[config.mk]
export PLATFORM = sky130hd
export DESIGN_NAME = uart_tx_fifo_drain
export DESIGN_NICKNAME = d
export VERILOG_FILES = /design/src/rtl/uart_tx_fifo_drain.sv
export SDC_FILE = /design/constraint.sdc
export NUM_CORES = 1
export LEC_CHECK = 0
export CAP_MARGIN = 5
export CORE_AREA = 8 8 76 78
export DETAILED_ROUTE_END_ITERATION = 6
export DIE_AREA = 0 0 84 86
export GPL_ROUTABILITY_DRIVEN = 0
export PLACE_DENSITY = 0.86
export SETUP_SLACK_MARGIN = 0.05
export SYNTH_ARGS = -nofsm -noshare
export SYNTH_HDL_FRONTEND = slang
export SYNTH_SLANG_ARGS = --single-unit
export TNS_END_PERCENT = 30
[constraint.sdc]
create_clock -name clk -period 2 [get_ports clk]
set_input_delay 0.4 -clock clk [delete_from_list [all_inputs] [get_ports clk]]
set_output_delay 0.4 -clock clk [all_outputs]
set_load 0.01 [all_outputs]
[src/rtl/uart_tx_fifo_drain.sv]
// rtl/uart_tx_fifo_drain.sv - 8N1/8N2 UART transmitter that drains a sync FIFO
// One pop per frame; a launch in the last stop cycle chains frames with no idle gap.
module uart_tx_fifo_drain #(
   parameter int CLKS_PER_BIT = 868,
   parameter int STOP_BITS    = 1,
   parameter int CNT_W        = 16
) (
   input  logic             clk,
   input  logic             rst_n,
   input  logic             fifo_empty,
   input  logic [7:0]       fifo_rd_data,
   output logic             fifo_rd_en,
   input  logic             cts_n,
   output logic             tx,
   output logic             busy,
   output logic [CNT_W-1:0] frames_sent
);
   localparam int                BAUD_W    = $clog2(CLKS_PER_BIT);
   localparam logic [BAUD_W-1:0] BAUD_LAST = BAUD_W'(CLKS_PER_BIT - 1);
   localparam logic [2:0]        STOP_LAST = 3'(STOP_BITS - 1);

   typedef enum logic [1:0] {IDLE, START, DATA, STOP} state_t;

   state_t            state, state_next;
   logic [BAUD_W-1:0] baud_cnt, baud_next;
   logic [2:0]        bit_idx, bit_next;
   logic [7:0]        shift_reg, shift_next;
   logic              tx_next, busy_next;
   logic [CNT_W-1:0]  frames_next;
   logic              baud_end, last_stop, launch;

   assign baud_end   = (baud_cnt == BAUD_LAST);
   assign last_stop  = (state == STOP) && baud_end && (bit_idx == STOP_LAST);
   assign launch     = ((state == IDLE) || last_stop) && !fifo_empty && !cts_n && rst_n;
   assign fifo_rd_en = launch;

   always_comb begin
      state_next  = state;
      baud_next   = baud_cnt + 1'b1;
      bit_next    = bit_idx;
      shift_next  = shift_reg;
      tx_next     = tx;
      busy_next   = busy;
      frames_next = frames_sent;
      case (state)
         IDLE: begin
            baud_next = '0;
            tx_next   = 1'b1;
            busy_next = 1'b0;
            if (launch) begin
               state_next = START;
               shift_next = fifo_rd_data;
               bit_next   = 3'd0;
               tx_next    = 1'b0;
               busy_next  = 1'b1;
            end
         end
         START: begin
            if (baud_end) begin
               baud_next  = '0;
               bit_next   = 3'd0;
               state_next = DATA;
               tx_next    = shift_reg[0];
            end
         end
         DATA: begin
            // shift_reg[0] is always the bit currently on the line
            if (baud_end) begin
               baud_next = '0;
               if (bit_idx == 3'd7) begin
                  state_next = STOP;
                  bit_next   = 3'd0;
                  tx_next    = 1'b1;
               end else begin
                  bit_next   = bit_idx + 3'd1;
                  shift_next = {1'b0, shift_reg[7:1]};
                  tx_next    = shift_reg[1];
               end
            end
         end
         STOP: begin
            if (baud_end) begin
               baud_next = '0;
               if (bit_idx == STOP_LAST) begin
                  frames_next = frames_sent + 1'b1;
                  bit_next    = 3'd0;
                  if (launch) begin
                     state_next = START;
                     shift_next = fifo_rd_data;
                     tx_next    = 1'b0;
                  end else begin
                     state_next = IDLE;
                     tx_next    = 1'b1;
                     busy_next  = 1'b0;
                  end
               end else begin
                  bit_next = bit_idx + 3'd1;
               end
            end
         end
         default: begin
            state_next = IDLE;
            tx_next    = 1'b1;
            busy_next  = 1'b0;
         end
      endcase
   end

   always_ff @(posedge clk) begin
      if (!rst_n) begin
         state       <= IDLE;
         baud_cnt    <= '0;
         bit_idx     <= 3'd0;
         shift_reg   <= 8'h00;
         tx          <= 1'b1;
         busy        <= 1'b0;
         frames_sent <= '0;
      end else begin
         state       <= state_next;
         baud_cnt    <= baud_next;
         bit_idx     <= bit_next;
         shift_reg   <= shift_next;
         tx          <= tx_next;
         busy        <= busy_next;
         frames_sent <= frames_next;
      end
   end
endmodule

==> summary.txt <==
Logic synthesis
  – Post-synth EDFFs: 0
  – Register area share after synthesis: a little under two fifths
  – Synth warnings: 0
  – Top-area cell type share of the netlist area: between 30% and 40%
  – Synthesized flop and latch total: 41
  – Top cells by area, synth: dfxtp_1, xnor2_1, ha_1, nand2_1, and2_1
  – Yosys cell types: 46
  – Fraction of registers with async set/reset: 0%
  – Mapped Avg Cell Area: roughly 9.3 um^2
  – Syn nets: 258
  – Mapped cell area: 2200 um^2
  – Ys flop type: dfxtp_1
  – Syn Inst Count: 237
  – Synth area leader: dfxtp_1

Cells and area
  – Max reg flops: 16
  – Area Growth Syn to Fin: 42.8%
  – Nets: 326
  – ANT cells: 0
  – Final Util: approximately two thirds
  – Share of layout cells above drive strength 1: a little over a third
  – Finished Layout Cells: between 300 and 400

Critical path
  – Top Family by Delay on Critical Path: compound AO/OA/AOI/OAI gates
  – Crit path max fanout: 7
  – Arr. time, crit path: 2.28 ns
  – Largest stage delay, worst path: 0.39 ns
  – Reg2Reg Setup Slack: -0.04 ns
  – WP depth: 8
  – Critical Path Source: bit_idx[0]
  – Crit-path cells: buf_4, ha_2, ha_4, or2b_1, a221oi_4, o311ai_4, buf_4, o21ai_2
  – Setup CP Type: reg -> reg
  – Worst Setup EP: shift_reg[4]
  – Crit start category: flip-flop
  – Worst Setup End Kind: flip-flop
  – Reg2Reg Depth: 8
  – Most repeated library cell on the critical path: buf_4
  – R2r endpoint: shift_reg[4]
  – Worst R2R Start: bit_idx[0]
  – CP Data Required Time: about 2.2 ns
  – Crit-path slowest cell: a221oi_4
  – WP buf/inv: 2

Global route
  – First-pass GRT wire length: about 8.9 mm
  – GR Util All Layers: ~15%
  – Vias in the first global route: around 2000
  – Total gr overflow: 0
  – Initial antenna violation count: 0
  – Pin count of the biggest net entering global routing: 40

STA
  – Crit share post-route: 102%
  – Final setup viols: 10
  – Final Hold Fails: 0
  – Worst hold slack: about 0.46 ns
  – Final setup margin: -0.0435 ns
  – Least-Margin Pin Slew: approximately 0.47 ns
  – Fin crit period: 2.04 ns
  – Fmax: roughly 0.49 GHz
  – Max-slew violations: 0
  – Skew final: 0.00856 ns
  – Slew margin rel.: between 60 and 70%
  – RSZ-0062 raised after global routing: true

Drt
  – Initial DRC count: 97
  – WL per Instance: about 15 um
  – TritonRoute pass-1 iters: 5
  – Final wirelength: about 5.5 mm
  – Via count: 1986
  – Via density: between 5 and 6
  – Antenna-violating nets left: 0
  – Post-route DRC: 0

Placed design
  – Placement Setup Slack: -0.412 ns
  – # port buffers: 30
  – Post-DP HPWL: between 3 and 4 mm
  – Inst Count DP: around 340

CTS
  – Hold-fix buffers, CTS: 0
  – Max Root-Sink Buffers: 2
  – H-tree lvl count: 2
  – Reg clk slew, reported paths: about 0.08 ns
  – Clock sink count: 41
  – Clk root buf: clkbuf_8
  – CTS tree: built
  – Num CTS Buffers: 5
  – Worst-skew pair later-pin latency: 0.30 ns

Power
  – Static Leak: roughly 1.2 nW
  – PD cells: 773 nW/um^2
  – Max VDD drop: ~0.67 mV

Die
  – Die width: ~84 um
  – Die ar.: 7220 um^2
  – Starting Density: a little under half
  – Boundary Pins: 31
  – Core Footprint: ~4600 um^2
  – Die Y: 86 um
  – Row Count: 25

Outcome
  – Failing checks: setup timing
  – Status: complete, but fails checks

Hold path
  – HP Class: reg -> reg

Job
  – Maxcap violations: 0
-- per-layer routing --
| layer | share of wire [%] | track usage [%] | up-vias |
|---|---|---|---|
| met2 | 53 | 26.3 | 57 |
| li1 | - | - | 963 |
| met4 | 2.7 | 6.75 | 0 |
| met5 | 0 | 0 | - |
| met1 | 39 | 15.3 | 951 |
| met3 | 5.3 | 4.17 | 15 |
-- cells in the final DEF, fill, tap and decap left out, drive strengths merged, types with 2 or more instances in the layout --
cell and count:
clkdlybuf4s50 28, mux2 7, nand2b 2, o211ai 2, or3 2, ha 9
or2b 2, nand3 17, dfxtp 41, clkbuf 5, nand4 4, nor2b 4
and2 14, a21boi 6, nor3b 2, and4 3, and3 2, clkinv 2
nor3 5, nor2 14, or3b 4, xor2 8, xnor2 15, buf 41
inv 8, nand2 24, o311ai 2, nor4 6, o21ai 14
-- cells by family after synthesis --
family,Yosys count,share of synthesized area (%)
and+or+nand+nor,110,29.0
DFF,41,37.4
AOI/OAI and AO/OA,28,11.2
xor gates and xnor gates,23,9.17
buffers and inverters,18,4.10
adders and majority gates,9,5.13
muxes,8,4.04
-- worst min-delay path, delay by kind of cell, from the launching register on --
family | cells | cell delay (ns)
AO/OA/AOI/OAI | 1 | 0.04
flip-flops | 1 | 0.32
AND/OR/NAND/NOR | 1 | 0.06
-- cells in the mapped netlist (all sizes together) (5+ instances only) --
master	n
and2	14
a21boi	6
mux2	7
nand3	17
xor2	8
nand2	24
clkbuf	5
inv	8
nor4	6
nor3	5
dfxtp	41
xnor2	15
o21ai	14
nor2	14
ha	9
-- what timing repair did --
| action | in CTS | in global routing |
|---|---|---|
| buffers inserted | 5 | 2 |
| setup endpoints to repair | 13 | 25 |
| resized for setup | 26 | 25 |
| pin swaps | 14 | 13 |
| cloned | 1 | 0 |
-- where the power goes --
part | leakage, nW | switching, mW | internal [mW] | total (mW)
clock | 0.0439 | 0.296 | 0.241 | 0.537
combinational | 0.829 | 0.482 | 0.467 | 0.949
sequential | 0.334 | 0.0467 | 0.891 | 0.937
total | 1.21 | 0.825 | 1.60 | 2.42
-- stage by stage --
stage / TNS (ns) / cell area, um^2 / power (mW)
2_1_floorplan: 0 / 2210 / 1.43
3_3_place_gp: -3.23 / 2770 / 1.69
3_5_place_dp: -3.75 / 2770 / 1.72
4_1_cts: -0.658 / 3010 / 2.36
5_1_grt: -1.68 / 3140 / 2.56
6_report: -0.343 / 3140 / 2.42
-- layout make-up --
class | count | area [um^2]
Multi-Input combinational cell | 179 | 1510
Inverter | 8 | 30.0
Sequential cell | 41 | 828
Tap cell | 54 | 67.6
Clock buffer | 5 | 68.8
Fill cell | 321 | 1460
Timing Repair Buffer | 70 | 616
Clock inverter | 3 | 17.5
-- how the worst min path moves through the flow --
stage / from / endpoint / slack [ns] / depth (start not counted)
3_3_place_gp: shift_reg[5] / shift_reg[5] / 0.44 / 2
6_report: shift_reg[5] / shift_reg[5] / 0.46 / 2
2_1_floorplan: baud_cnt[0] / baud_cnt[0] / 0.43 / 1
5_1_grt: shift_reg[6] / shift_reg[6] / 0.48 / 2
3_5_place_dp: shift_reg[6] / shift_reg[6] / 0.45 / 2
4_1_cts: shift_reg[6] / shift_reg[6] / 0.46 / 2
(Power assumes the default switching activity.)
